[src/rtl/shift_sequencer.sv]
// Iterative 16-bit shifter (SLL/SRA/ROR): one binary-weighted pass per clock, result 4 cycles after accept.
// Zero-amount and illegal-mode ops finish on the accept edge. The result is held until result_ready; start_ready only in IDLE.
module shift_sequencer #(
    parameter bit FAST_ZERO = 1'b1
) (
    input  logic        clk,
    input  logic        rst_n,
    input  logic        start_valid,
    output logic        start_ready,
    input  logic [1:0]  Mode,
    input  logic [15:0] Data,
    input  logic [3:0]  Shamt,
    output logic        result_valid,
    input  logic        result_ready,
    output logic [15:0] Result,
    output logic        Err,
    output logic        busy
);

    typedef enum logic [1:0] {
        S_IDLE  = 2'd0,
        S_SHIFT = 2'd1,
        S_DONE  = 2'd2
    } state_t;

    state_t      r_state;
    logic [15:0] r_acc;
    logic [3:0]  r_shamt;
    logic [1:0]  r_mode;
    logic [1:0]  r_k;
    logic [15:0] r_result;
    logic        r_err;
    logic        r_valid;

    logic [3:0]  w_pass_amt;
    logic [15:0] w_shifted;

    // Single shift stage; n is always a power of two (1, 2, 4 or 8) here.
    function automatic logic [15:0] f_pass(input logic [15:0] x, input logic [1:0] mode,
                                           input logic [3:0] n);
        logic [15:0] y;
        y = x;
        case (mode)
            2'b00:   y = x << n;
            2'b01:   y = 16'($signed(x) >>> n);
            2'b10:   y = (x >> n) | (x << (5'd16 - {1'b0, n}));
            default: y = x;
        endcase
        return y;
    endfunction

    assign w_pass_amt = 4'b0001 << r_k;
    assign w_shifted  = r_shamt[r_k] ? f_pass(r_acc, r_mode, w_pass_amt) : r_acc;

    always_ff @(posedge clk or negedge rst_n) begin
        if (!rst_n) begin
            r_state  <= S_IDLE;
            r_acc    <= 16'd0;
            r_shamt  <= 4'd0;
            r_mode   <= 2'd0;
            r_k      <= 2'd0;
            r_result <= 16'd0;
            r_err    <= 1'b0;
            r_valid  <= 1'b0;
        end else begin
            case (r_state)
                S_IDLE: begin
                    if (start_valid) begin
                        r_acc   <= Data;
                        r_shamt <= Shamt;
                        r_mode  <= Mode;
                        r_k     <= 2'd0;
                        if (Mode == 2'b11) begin
                            r_state  <= S_DONE;
                            r_result <= Data;
                            r_err    <= 1'b1;
                            r_valid  <= 1'b1;
                        end else if (FAST_ZERO && (Shamt == 4'd0)) begin
                            r_state  <= S_DONE;
                            r_result <= Data;
                            r_err    <= 1'b0;
                            r_valid  <= 1'b1;
                        end else begin
                            r_state <= S_SHIFT;
                        end
                    end
                end
                S_SHIFT: begin
                    r_acc <= w_shifted;
                    r_k   <= r_k + 2'd1;
                    if (r_k == 2'd3) begin
                        r_state  <= S_DONE;
                        r_result <= w_shifted;
                        r_err    <= 1'b0;
                        r_valid  <= 1'b1;
                    end
                end
                S_DONE: begin
                    if (result_ready) begin
                        r_state <= S_IDLE;
                        r_valid <= 1'b0;
                    end
                end
                default: r_state <= S_IDLE;
            endcase
        end
    end

    assign start_ready  = (r_state == S_IDLE);
    assign busy         = (r_state != S_IDLE);
    assign result_valid = r_valid;
    assign Result       = r_result;
    assign Err          = r_err;

endmodule

[config.mk]
export PLATFORM = sky130hd
export DESIGN_NAME = shift_sequencer
export DESIGN_NICKNAME = d
export VERILOG_FILES = /design/src/rtl/shift_sequencer.sv
export SDC_FILE = /design/constraint.sdc
export NUM_CORES = 1
export LEC_CHECK = 0
export ABC_AREA = 1
export BUFFER_PORTS_ARGS = -buffer_cell sky130_fd_sc_hd__buf_2
export CORE_ASPECT_RATIO = 0.9
export CORE_MARGIN = 1.5
export CORE_UTILIZATION = 64
export CTS_CLUSTER_DIAMETER = 40
export DETAILED_ROUTE_END_ITERATION = 7
export GPL_TIMING_DRIVEN = 0
export HOLD_SLACK_MARGIN = 0.12
export PLACE_DENSITY = 0.86
export SLEW_MARGIN = 10
export SYNTH_ARGS = -nofsm -noshare
export SYNTH_HDL_FRONTEND = slang
export SYNTH_SLANG_ARGS = --single-unit
export TNS_END_PERCENT = 30
[constraint.sdc]
create_clock -name clk -period 4.6 [get_ports clk]
set_input_delay 0.46 -clock clk [delete_from_list [all_inputs] [get_ports clk]]
set_output_delay 0.46 -clock clk [all_outputs]
set_load 0.02 [all_outputs]
==> reports/qor.yml <==
outcome:
  status: "finished, violations left"
  violations: "DRC"
floorplan:
  die_area_um2: 6650
  core_um2: 5820
  start_util_pct: 67.8
  die_h_um: 77.5
  core.rowCount: 26
  die_w_um: 85.8
  io_pins: 46
clocking:
  cts_buffers: 5
  post-cts-setup-buffers: 0
  ctsResizeCount: 0
  clockBufferDepth: 2
  clk_pin_slew_ns: 0.09
  cts_root_buf: "clkbuf_8"
  tritoncts: "done"
  clkLatencyLatePin_ns: 0.30
  h-tree-depth: 2
  clock-sinks: 44
  cts_hold_buf: 0
yosys:
  synth-xor-area-share_pct: 0
  seq_area_frac_synth_pct: 27.9
  syn_nets: 721
  synth_adder_area_share_pct: 1.59
  synth_top_family_by_area: "simple AND/OR/NAND/NOR gates"
  synth_edf_count: 0
  ys.warnings.count: 0
  async_reset_ff_share_pct: 100
  synthCells: 690
  synth_compound_area_share_pct: 10.7
  yosys.area_share.simple_pct: 51.5
  synth.avg_cell_area_um2: 5.72
  synth.distinct_cells: 29
  synth.cell_area_um2: 3950
  synthMuxAreaShare_pct: 0.254
  synth-seq-cells: 44
  synthFlopType: "dfrtp_1"
finish:
  nNetsFinal: 773
  drive_above_1_share_pct: 11.4
  mostFrequentLayoutCell: "nand2_1"
  final_cell_mix: "344 x nand2_1, 104 x nand3_1, 57 x buf_2, 44 x dfrtp_1, 40 x inv_1"
  antenna_cells: 0
  nFillCells: 511
  area_growth_syn_to_layout_pct: 10.8
timing:
  final_max_slew_viol_count: 0
  final_hold_viol_count: 0
  relSlewSlack_pct: 32.5
  min_period_over_period_pct: 60.5
  fin_worst_skew_ns: 0.00931
  finalSetupViolCount: 0
  period_minus_slack_ns: 2.79
  tightestPinTransition_ns: 1.01
  rsz0062_at_grt: "false"
  fmax_ghz: 0.359
  tns_ns: 0
setup_path:
  cp.required_ns: 4.80
  cp_max_fo: 10
  path_common_cell: "nand2_1"
  r2r_cells: 15
  cp_slowest_cell: "dfrtp_1"
  start_kind: "flop"
  crit_arrival_ns: 2.99
  reg2reg_setup_slack_ns: 1.81
  worstPathCellList: "inv_1 > ha_1 > buf_2 > clkbuf_1 > nand3_1 > nand2_1 > nor2_1 > a21oi_1 > nand2_1 > nand2_1 > nand2_1 > nand2_1 > nand2_1 > nand2_1 > nand2_1"
  path_class: "flop to flop"
  r2r_start: "r_k[1]$_DFFE_PN0P_"
  max_stage_delay_ns: 0.50
  end_kind: "flop"
  reg2reg_to: "r_acc[10]$_DFFE_PN0P_"
grt:
  grt_start_max_net_pins: 45
  grt_pass1_vias: 4545
  grt-ovfl-total: 0
  antenna_found_initial: 0
  grt_first_pass_wirelength_um: 21800
  grt_usage_pct: 41.6
routing:
  vias: 5028
  drcViolationCount: 21
  drtIter0Drc: 959
  routed_wl_um: 13300
  first_pass_iters: 8
  routedWlPerCell_um: 16.4
  ant_nets: 0
  viasPerCell: 6.18
placement:
  place_congestion: 1.16
  dp_hpwl_um: 10100
  io_buffers: 45
run:
  max-cap-violations: 0
worst_hold_path:
  hold_class: "primary input to async pin"
==> how the worst max path moves through the flow <==
stage	end	cells after the start	startpoint	slack, ns
finish	r_acc[10]$_DFFE_PN0P_	15	r_k[1]$_DFFE_PN0P_	1.81
global route	Result[13]$_DFFE_PN0P_	15	r_k[1]$_DFFE_PN0P_	1.62
CTS	r_acc[10]$_DFFE_PN0P_	15	r_k[1]$_DFFE_PN0P_	1.97
detailed placement	Result[10]$_DFFE_PN0P_	15	r_k[1]$_DFFE_PN0P_	1.99
global placement	r_acc[10]$_DFFE_PN0P_	15	r_k[1]$_DFFE_PN0P_	2.01
floorplan	r_acc[14]$_DFFE_PN0P_	14	r_k[1]$_DFFE_PN0P_	2.59
==> routing by layer <==
layer	routed length (um)	up-vias	share of wire [%]	track usage (%)
met3	1820	96	14	11.4
met2	5690	414	43	65.0
met4	682	0	5.1	16.3
met1	5150	2195	39	54.9
li1	-	2323	-	-
met5	0	-	0	0
==> flip-flops by register name, summed over array words and instances, names as in the netlist <==
register,count
r_shamt,4
r_state,2
result_valid,1
r_mode,2
r_acc,16
Err,1
Result,16
r_k,2
==> per-stage QoR <==
stage | utilization (%) | hold slack, ns | setup slack, ns | instances | cell area, um2
floorplan | - | 0.164 | 2.59 | 690 | 3950
global placement | 73.1 | 0.459 | 2.01 | 805 | 4260
detailed placement | 73.1 | 0.459 | 1.99 | 805 | 4260
CTS | 75.1 | 0.338 | 1.97 | 813 | 4370
global route | 75.1 | 0.345 | 1.62 | 813 | 4370
finish | 75.1 | 0.310 | 1.81 | 813 | 4370
==> worst max-delay path, delay by kind of cell, from the launching register on <==
kind	cells	cell delay, ns
flip-flops	1	0.50
buffers and inverters	3	0.91
AND/OR/NAND/NOR	10	0.92
adder cells (fa/ha/maj)	1	0.16
AO/OA/AOI/OAI	1	0.20
==> kinds of logic after synthesis <==
family	Yosys count
and+or+nand+nor	495
buffers and inverters	76
AOI/OAI and AO/OA	69
DFF	44
adders and majority gates	5
muxes	1
==> layout make-up <==
class / instances / area, um2 / area share [%]
plain buffers: 29 / 139 / 3.18
clock buffers: 5 / 68.8 / 1.57
clock inverters: 3 / 46.3 / 1.06
inverters: 47 / 179 / 4.09
multi-input cells: 570 / 2530 / 57.8
flip-flops and latches: 44 / 1100 / 25.2
well taps: 70 / 87.6 / 2.00
repair buffers: 45 / 225 / 5.15
==> cells in the mapped netlist, drive strengths merged, types with 3 or more instances <==
master	instances	area [um2]
a21oi	13	76.3
a31oi	5	31.3
buf	15	86.3
clkbuf	14	52.6
dfrtp	44	1100
ha	5	62.6
inv	45	171
nand2	344	1290
nand3	104	521
nand4	3	18.8
nor2	36	153
o211ai	12	90.1
o21a	8	60.1
o21ai	29	149
or2	6	37.5
Power is not shown: default switching activity piles up to over one toggle a cycle in this logic, so the estimate is an artifact.
